## config.mk

```make
export PLATFORM = sky130hd
export DESIGN_NAME = rpn_stack_engine_flat
export DESIGN_NICKNAME = d
export VERILOG_FILES = /design/src/rtl/rpn_stack_engine_if.sv /design/src/rtl/rpn_stack_engine.sv /design/src/flat_wrapper.sv
export SDC_FILE = /design/constraint.sdc
export NUM_CORES = 2
export LEC_CHECK = 0
export CAP_MARGIN = 20
export CORE_MARGIN = 2
export CORE_UTILIZATION = 50
export DETAILED_ROUTE_END_ITERATION = 10
export PLACE_DENSITY = 0.74
export SLEW_MARGIN = 20
export SYNTH_ARGS = -nofsm -noshare
export SYNTH_HDL_FRONTEND = slang
export SYNTH_SLANG_ARGS = --single-unit
```

## constraint.sdc

```tcl
create_clock -name clk -period 10.82 [get_ports clk]
set_input_delay 2.164 -clock clk [delete_from_list [all_inputs] [get_ports clk]]
set_output_delay 2.164 -clock clk [all_outputs]
set_load 0.02 [all_outputs]
```

## src/rtl/rpn_stack_engine_if.sv

```systemverilog
// Command handshake between the front end and the RPN stack engine.
// The master drives a command; the slave accepts it on valid && ready.
interface rpn_stack_engine_if #(
    parameter int unsigned IN_BITS = 8
);
    logic               cmd_valid;
    logic               cmd_ready;
    logic [3:0]         cmd_op;
    logic [IN_BITS-1:0] cmd_imm;

    modport master (
        output cmd_valid,
        output cmd_op,
        output cmd_imm,
        input  cmd_ready
    );

    modport slave (
        input  cmd_valid,
        input  cmd_op,
        input  cmd_imm,
        output cmd_ready
    );
endinterface

```

## src/rtl/rpn_stack_engine.sv

```systemverilog
// Register-file RPN stack calculator with a bit-serial signed divider.
// One command per handshake; done pulses for one cycle with the result code in err.
module rpn_stack_engine #(
    parameter int unsigned WIDTH   = 32,
    parameter int unsigned DEPTH   = 8,
    parameter int unsigned IN_BITS = 8,
    localparam int unsigned SW     = $clog2(DEPTH + 1)
) (
    input  logic                 clk,
    input  logic                 reset_n,
    rpn_stack_engine_if.slave    cmd,
    output logic                 done,
    output logic [2:0]           err,
    output logic [WIDTH-1:0]     top_out,
    output logic [SW-1:0]        stack_size,
    output logic                 empty,
    output logic                 full
);

    localparam int unsigned AW = $clog2(DEPTH);
    localparam int unsigned CW = $clog2(WIDTH + 1);

    localparam logic [1:0] StIdle = 2'd0;
    localparam logic [1:0] StExec = 2'd1;
    localparam logic [1:0] StDiv  = 2'd2;
    localparam logic [1:0] StFix  = 2'd3;

    localparam logic [3:0] OpAdd   = 4'd0;
    localparam logic [3:0] OpSub   = 4'd1;
    localparam logic [3:0] OpMul   = 4'd2;
    localparam logic [3:0] OpDiv   = 4'd3;
    localparam logic [3:0] OpMod   = 4'd4;
    localparam logic [3:0] OpPop   = 4'd5;
    localparam logic [3:0] OpDup   = 4'd6;
    localparam logic [3:0] OpSwap  = 4'd7;
    localparam logic [3:0] OpPush  = 4'd8;
    localparam logic [3:0] OpShl   = 4'd9;
    localparam logic [3:0] OpNeg   = 4'd10;
    localparam logic [3:0] OpClear = 4'd11;

    localparam logic [2:0] ErrNone    = 3'd0;
    localparam logic [2:0] ErrIllegal = 3'd1;
    localparam logic [2:0] ErrUnder   = 3'd2;
    localparam logic [2:0] ErrOver    = 3'd3;
    localparam logic [2:0] ErrDivZero = 3'd4;

    logic [1:0]         state_q, state_d;
    logic [3:0]         op_q, op_d;
    logic [IN_BITS-1:0] imm_q, imm_d;
    logic [SW-1:0]      size_q, size_d;
    logic               done_q, done_d;
    logic [2:0]         err_q, err_d;
    logic [WIDTH-1:0]   rem_q, rem_d;
    logic [WIDTH-1:0]   quo_q, quo_d;
    logic [WIDTH-1:0]   dvs_q, dvs_d;
    logic [CW-1:0]      cnt_q, cnt_d;
    logic               qneg_q, qneg_d;
    logic               rneg_q, rneg_d;

    logic [WIDTH-1:0]   mem_q [DEPTH];

    logic               we0, we1;
    logic [AW-1:0]      wa0, wa1;
    logic [WIDTH-1:0]   wd0, wd1;

    logic [SW-1:0]      size_m1, size_m2;
    logic [AW-1:0]      idx_t, idx_s, idx_n;
    logic [WIDTH-1:0]   t_val, s_val;
    logic               need1, need2;
    logic [2:0]         exec_err;
    logic [WIDTH:0]     rem_sh, diff;

    assign size_m1 = size_q - SW'(1);
    assign size_m2 = size_q - SW'(2);
    assign idx_t   = size_m1[AW-1:0];
    assign idx_s   = size_m2[AW-1:0];
    assign idx_n   = size_q[AW-1:0];
    assign t_val   = mem_q[idx_t];
    assign s_val   = mem_q[idx_s];

    always_comb begin
        need2 = (op_q <= OpMod) || (op_q == OpSwap);
        need1 = (op_q == OpPop) || (op_q == OpDup) || (op_q == OpShl) || (op_q == OpNeg);
        if (op_q > OpClear) begin
            exec_err = ErrIllegal;
        end else if ((need2 && size_q < SW'(2)) || (need1 && size_q == '0)) begin
            exec_err = ErrUnder;
        end else if ((op_q == OpPush || op_q == OpDup) && size_q == SW'(DEPTH)) begin
            exec_err = ErrOver;
        end else if ((op_q == OpDiv || op_q == OpMod) && s_val == '0) begin
            exec_err = ErrDivZero;
        end else begin
            exec_err = ErrNone;
        end
    end

    always_comb begin
        state_d = state_q;
        op_d    = op_q;
        imm_d   = imm_q;
        size_d  = size_q;
        done_d  = 1'b0;
        err_d   = err_q;
        rem_d   = rem_q;
        quo_d   = quo_q;
        dvs_d   = dvs_q;
        cnt_d   = cnt_q;
        qneg_d  = qneg_q;
        rneg_d  = rneg_q;
        we0     = 1'b0;
        wa0     = '0;
        wd0     = '0;
        we1     = 1'b0;
        wa1     = '0;
        wd1     = '0;
        rem_sh  = {rem_q, quo_q[WIDTH-1]};
        diff    = rem_sh - {1'b0, dvs_q};

        case (state_q)
            StIdle: begin
                if (cmd.cmd_valid) begin
                    op_d  = cmd.cmd_op;
                    imm_d = cmd.cmd_imm;
                    if ((cmd.cmd_op == OpDiv || cmd.cmd_op == OpMod) &&
                        size_q >= SW'(2) && s_val != '0) begin
                        state_d = StDiv;
                        quo_d   = t_val;
                        dvs_d   = s_val;
                        rem_d   = '0;
                        cnt_d   = '0;
                        rneg_d  = t_val[WIDTH-1];
                        qneg_d  = t_val[WIDTH-1] ^ s_val[WIDTH-1];
                    end else begin
                        state_d = StExec;
                    end
                end
            end

            StExec: begin
                state_d = StIdle;
                done_d  = 1'b1;
                err_d   = exec_err;
                if (exec_err == ErrNone) begin
                    case (op_q)
                        OpAdd, OpSub, OpMul: begin
                            we0    = 1'b1;
                            wa0    = idx_s;
                            wd0    = (op_q == OpAdd) ? t_val + s_val :
                                     (op_q == OpSub) ? t_val - s_val : t_val * s_val;
                            size_d = size_m1;
                        end
                        OpPop: size_d = size_m1;
                        OpDup: begin
                            we0    = 1'b1;
                            wa0    = idx_n;
                            wd0    = t_val;
                            size_d = size_q + SW'(1);
                        end
                        OpSwap: begin
                            we0 = 1'b1;
                            wa0 = idx_t;
                            wd0 = s_val;
                            we1 = 1'b1;
                            wa1 = idx_s;
                            wd1 = t_val;
                        end
                        OpPush: begin
                            we0    = 1'b1;
                            wa0    = idx_n;
                            wd0    = WIDTH'(imm_q);
                            size_d = size_q + SW'(1);
                        end
                        OpShl: begin
                            we0 = 1'b1;
                            wa0 = idx_t;
                            wd0 = (t_val << IN_BITS) | WIDTH'(imm_q);
                        end
                        OpNeg: begin
                            we0 = 1'b1;
                            wa0 = idx_t;
                            wd0 = -t_val;
                        end
                        OpClear: size_d = '0;
                        default: ;
                    endcase
                end
            end

            StDiv: begin
                cnt_d = cnt_q + CW'(1);
                // First cycle converts the latched operands to magnitudes.
                if (cnt_q == '0) begin
                    quo_d = rneg_q ? -quo_q : quo_q;
                    dvs_d = dvs_q[WIDTH-1] ? -dvs_q : dvs_q;
                end else begin
                    if (!diff[WIDTH]) begin
                        rem_d = diff[WIDTH-1:0];
                        quo_d = {quo_q[WIDTH-2:0], 1'b1};
                    end else begin
                        rem_d = rem_sh[WIDTH-1:0];
                        quo_d = {quo_q[WIDTH-2:0], 1'b0};
                    end
                    if (cnt_q == CW'(WIDTH)) begin
                        state_d = StFix;
                    end
                end
            end

            StFix: begin
                state_d = StIdle;
                done_d  = 1'b1;
                err_d   = ErrNone;
                we0     = 1'b1;
                wa0     = idx_s;
                wd0     = (op_q == OpDiv) ? (qneg_q ? -quo_q : quo_q) :
                                            (rneg_q ? -rem_q : rem_q);
                size_d  = size_m1;
            end

            default: state_d = StIdle;
        endcase
    end

    always_ff @(posedge clk or negedge reset_n) begin
        if (!reset_n) begin
            state_q <= StIdle;
            op_q    <= '0;
            imm_q   <= '0;
            size_q  <= '0;
            done_q  <= 1'b0;
            err_q   <= ErrNone;
            rem_q   <= '0;
            quo_q   <= '0;
            dvs_q   <= '0;
            cnt_q   <= '0;
            qneg_q  <= 1'b0;
            rneg_q  <= 1'b0;
        end else begin
            state_q <= state_d;
            op_q    <= op_d;
            imm_q   <= imm_d;
            size_q  <= size_d;
            done_q  <= done_d;
            err_q   <= err_d;
            rem_q   <= rem_d;
            quo_q   <= quo_d;
            dvs_q   <= dvs_d;
            cnt_q   <= cnt_d;
            qneg_q  <= qneg_d;
            rneg_q  <= rneg_d;
        end
    end

    // Register file is not reset; the size counter alone defines validity.
    always_ff @(posedge clk) begin
        for (int i = 0; i < int'(DEPTH); i++) begin
            if (we0 && wa0 == AW'(i)) begin
                mem_q[i] <= wd0;
            end else if (we1 && wa1 == AW'(i)) begin
                mem_q[i] <= wd1;
            end
        end
    end

    assign cmd.cmd_ready = (state_q == StIdle);
    assign done          = done_q;
    assign err           = err_q;
    assign stack_size    = size_q;
    assign empty         = (size_q == '0);
    assign full          = (size_q == SW'(DEPTH));
    assign top_out       = empty ? '0 : t_val;

endmodule

```

## src/flat_wrapper.sv

```systemverilog
// flat-port wrapper written by rule: the top's interface ports become plain ports
module rpn_stack_engine_flat 
#(
    parameter int unsigned WIDTH   = 32,
    parameter int unsigned DEPTH   = 8,
    parameter int unsigned IN_BITS = 8,
    localparam int unsigned SW     = $clog2(DEPTH + 1)
)
  (clk, reset_n, done, err, top_out, stack_size, empty, full, cmd_cmd_valid, cmd_cmd_op, cmd_cmd_imm, cmd_cmd_ready);
  rpn_stack_engine_if #(.IN_BITS(IN_BITS)) cmd_i ();
  input  logic clk;
  input  logic reset_n;
  output logic done;
  output logic [2:0] err;
  output logic [WIDTH-1:0] top_out;
  output logic [SW-1:0] stack_size;
  output logic empty;
  output logic full;
  input wire logic [$bits(cmd_i.cmd_valid)-1:0] cmd_cmd_valid;
  input wire logic [$bits(cmd_i.cmd_op)-1:0] cmd_cmd_op;
  input wire logic [$bits(cmd_i.cmd_imm)-1:0] cmd_cmd_imm;
  output wire logic [$bits(cmd_i.cmd_ready)-1:0] cmd_cmd_ready;
  assign cmd_i.cmd_valid = cmd_cmd_valid;
  assign cmd_i.cmd_op = cmd_cmd_op;
  assign cmd_i.cmd_imm = cmd_cmd_imm;
  assign cmd_cmd_ready = cmd_i.cmd_ready;
  rpn_stack_engine #(.WIDTH(WIDTH), .DEPTH(DEPTH), .IN_BITS(IN_BITS)) u_core (.clk(clk), .reset_n(reset_n), .cmd(cmd_i), .done(done), .err(err), .top_out(top_out), .stack_size(stack_size), .empty(empty), .full(full));
endmodule
```

==> impl_metrics.env <==
export IMPL_first_global_vias=40000
export IMPL_fillerInstances=7937
export IMPL_clock_sinks=382
export IMPL_portBuffers=57
export IMPL_seqCellArea_sq_mm=0.0108
export IMPL_critPathLaunchType="register"
export IMPL_avgSynthCellArea_sq_um=8.90
export IMPL_final_antenna_net_count=0
export IMPL_syn_cell_area_sq_mm=0.0450
export IMPL_relSlewSlack=0.142
export IMPL_critPathSlowestCell="mux2i_2"
export IMPL_worst_slew_pin_slew_ps=1290
export IMPL_cts_hold_buf=0
export IMPL_clk_path_buf_depth=3
export IMPL_grt_overflow_total=0
export IMPL_firstDrtPassIters=8
export IMPL_maxCapViolations=0
export IMPL_fin_setup_tns_ps=0
export IMPL_die_x_um=304
export IMPL_grt_antenna_before_repair=6
export IMPL_multi_input_area_sq_mm=0.0312
export IMPL_hpwl_mm=135
export IMPL_ys_warn_count=0
export IMPL_setup_viol=0
export IMPL_grt_pass1_wl_mm=269
export IMPL_r2r_slack_ps=260
export IMPL_core_region_area_sq_mm=0.0896
export IMPL_avgRoutedWirePerCell_um=29.3
export IMPL_grt_use_met2=0.569
export IMPL_gp_routability_congestion=1.08
export IMPL_htreeDepth=2
export IMPL_io_pins=58
export IMPL_fin_nets=5711
export IMPL_grt_use_met1=0.511
export IMPL_crit_path_frequent_cell="fa_1"
export IMPL_synth_edf_count=256
export IMPL_die_height_um=304
export IMPL_crit_arrival_ps=10860
export IMPL_syn_nets=5708
export IMPL_fin_worst_skew_ps=26.0
export IMPL_hp_start="u_core.err[2]"
export IMPL_fmaxAchievable_ghz=0.0947
export IMPL_syn_inst=5052
export IMPL_grt_max_degree=99
export IMPL_drc=0
export IMPL_worstPathRequired_ps=11120
export IMPL_drv_slew=0
export IMPL_slowest_delay_ps=770
export IMPL_dr_total_vias=41500
export IMPL_hold_path_depth=1
export IMPL_async_flop_share=0.330
export IMPL_start_util=0.502
export IMPL_synth_seq_area_share=0.241
export IMPL_grt_use_total=0.395
export IMPL_min_period_ps=10560
export IMPL_drtIter0Drc=6448
export IMPL_hold_class="reg -> reg"
export IMPL_area_growth_pct=9.33
export IMPL_cp_end_kind="register"
export IMPL_synth_ff_type="edfxtp_1"
export IMPL_yosysUniqueCellTypes=94
export IMPL_core_rowCount=110
export IMPL_finalCritPeriodShare=0.976
export IMPL_final_cell_mix="nor2_1, inv_1, nand2_1, a21oi_1, fa_1"
export IMPL_min_to="u_core.err[2]"
export IMPL_ys_seq_elements=382
export IMPL_hold_violations=0
export IMPL_clk_pin_slew_ps=70
export IMPL_r2r_end="u_core.mem_q[4][29]"
export IMPL_grt_busiest_layer="met2"
export IMPL_insertion_delay_ps=610
export IMPL_routed_wirelength_mm=184
export IMPL_viasPerCell=6.62
export IMPL_grt_util_met3=0.130
export IMPL_criticalPathCategory="reg -> reg"
export IMPL_rsz0062_at_grt="false"
export IMPL_r2r_start="u_core.stack_size[0]"
export IMPL_cts_root_buf="clkbuf_16"
export IMPL_die_area_sq_mm=0.0924
export IMPL_final_common_cell="nor2_1"
export IMPL_tritoncts="yes"
export IMPL_cts_made_buffers=45
export IMPL_drive_above_1_share=0.105
export IMPL_worst_path_max_fanout=17
export IMPL_reg2reg_depth=29
export IMPL_outcome="completed"
==> through the flow <==
stage / setup slack [ps] / area (sq um) / utilization / instances / hold slack [ps]
CTS: 225 / 49000 / 0.547 / 6258 / 508
global route: 13.4 / 49200 / 0.549 / 6267 / 520
floorplan: 41.2 / 45000 / - / 5052 / 480
global placement: 437 / 47600 / 0.531 / 6176 / 494
finish: 256 / 49200 / 0.549 / 6270 / 508
detailed placement: 250 / 47600 / 0.531 / 6176 / 495
==> how the worst max path moves through the flow <==
stage	from	endpoint	cells past startpoint
finish	u_core.stack_size[0]	u_core.mem_q[4][29]	29
global route	u_core.stack_size[0]	u_core.mem_q[4][29]	33
CTS	u_core.stack_size[0]	u_core.mem_q[6][30]	35
detailed placement	u_core.stack_size[0]	u_core.mem_q[6][30]	30
global placement	u_core.stack_size[0]	u_core.mem_q[5][26]	34
floorplan	u_core.stack_size[0]	u_core.mem_q[4][29]	38
==> cell type report <==
cell class | count | area share
multi-input cells | 3827 | 0.635
flip-flops and latches | 382 | 0.221
repair buffers | 260 | 0.0437
inverters | 539 | 0.0413
well taps | 1176 | 0.0299
clock buffers | 58 | 0.0243
clock inverters | 24 | 0.00448
diodes | 4 | 0.000204
==> flip-flops by register name, summed over array words and instances (netlist names), 2 cells and up <==
name / flops
u_core.quo_q: 32
u_core.mem_q: 256
u_core.cnt_q: 6
u_core.stack_size: 4
u_core.op_q: 4
u_core.err: 3
u_core.dvs_q: 32
u_core.rem_q: 32
u_core.imm_q: 8
u_core.state_q: 2
==> metal layers <==
layer,up-vias,part of all wire
li1,17400,-
met5,-,0.00082
met2,3262,0.41
met1,20100,0.36
met3,764,0.14
met4,10,0.083
==> cell families after synthesis <==
group,synth area share
AO/OA/AOI/OAI,0.156
AND/OR/NAND/NOR,0.149
flip-flops,0.241
multiplexers,0.0908
XOR/XNOR,0.0433
adder cells (fa/ha/maj),0.247
buffers and inverters,0.0731
==> repair_timing <==
action / in CTS / in global routing
setup endpoints to repair: 0 / 48
buffers inserted: 0 / 7
gates resized for setup: 0 / 8
==> synthesized netlist by cell type (9+ instances only) <==
| master | count | area [sq um] |
|---|---|---|
| or4_1 | 9 | 67.6 |
| nor3_1 | 86 | 430 |
| o21a_1 | 18 | 135 |
| edfxtp_1 | 256 | 7690 |
| or3_1 | 26 | 163 |
| a21oi_1 | 441 | 2210 |
| nor2b_1 | 24 | 150 |
| buf_2 | 32 | 160 |
| nand2b_1 | 19 | 119 |
| mux2_2 | 16 | 180 |
| mux2i_1 | 91 | 911 |
| or2_2 | 17 | 106 |
| mux4_2 | 128 | 2880 |
| and3_1 | 19 | 119 |
| buf_1 | 15 | 56.3 |
| nand3_1 | 53 | 265 |
| nand2_1 | 477 | 1790 |
| a22oi_1 | 20 | 150 |
| dfrtp_1 | 126 | 3150 |
| a211oi_1 | 24 | 180 |
| o211ai_1 | 26 | 195 |
| o221ai_1 | 26 | 228 |
| nor2_1 | 795 | 2980 |
| xor2_1 | 55 | 482 |
| clkbuf_1 | 241 | 905 |
| a22o_1 | 25 | 219 |
| clkinv_1 | 17 | 63.8 |
| ha_1 | 230 | 2880 |
| o22ai_1 | 46 | 288 |
| o21ai_0 | 241 | 1210 |
| xnor2_1 | 163 | 1430 |
| o21bai_1 | 33 | 248 |
| a31oi_1 | 29 | 181 |
| fa_1 | 411 | 8230 |
| o31ai_1 | 18 | 135 |
| inv_1 | 518 | 1940 |
| a221oi_1 | 37 | 324 |
| a21o_1 | 49 | 368 |
| nand4_1 | 17 | 106 |
| nor4_1 | 22 | 138 |
==> worst max-delay path, delay by kind of cell, from the launching register on <==
family | cells | cell delay [ps]
mux | 1 | 770
flops | 1 | 590
xor+xnor | 2 | 850
simple gates | 3 | 320
fa+ha+maj | 10 | 4620
compound gates | 6 | 1660
buf+inv | 7 | 1400
Power is left out: the tool's default activity adds up to more than one toggle a clock period on the data nets, which glitch-free logic cannot reach.
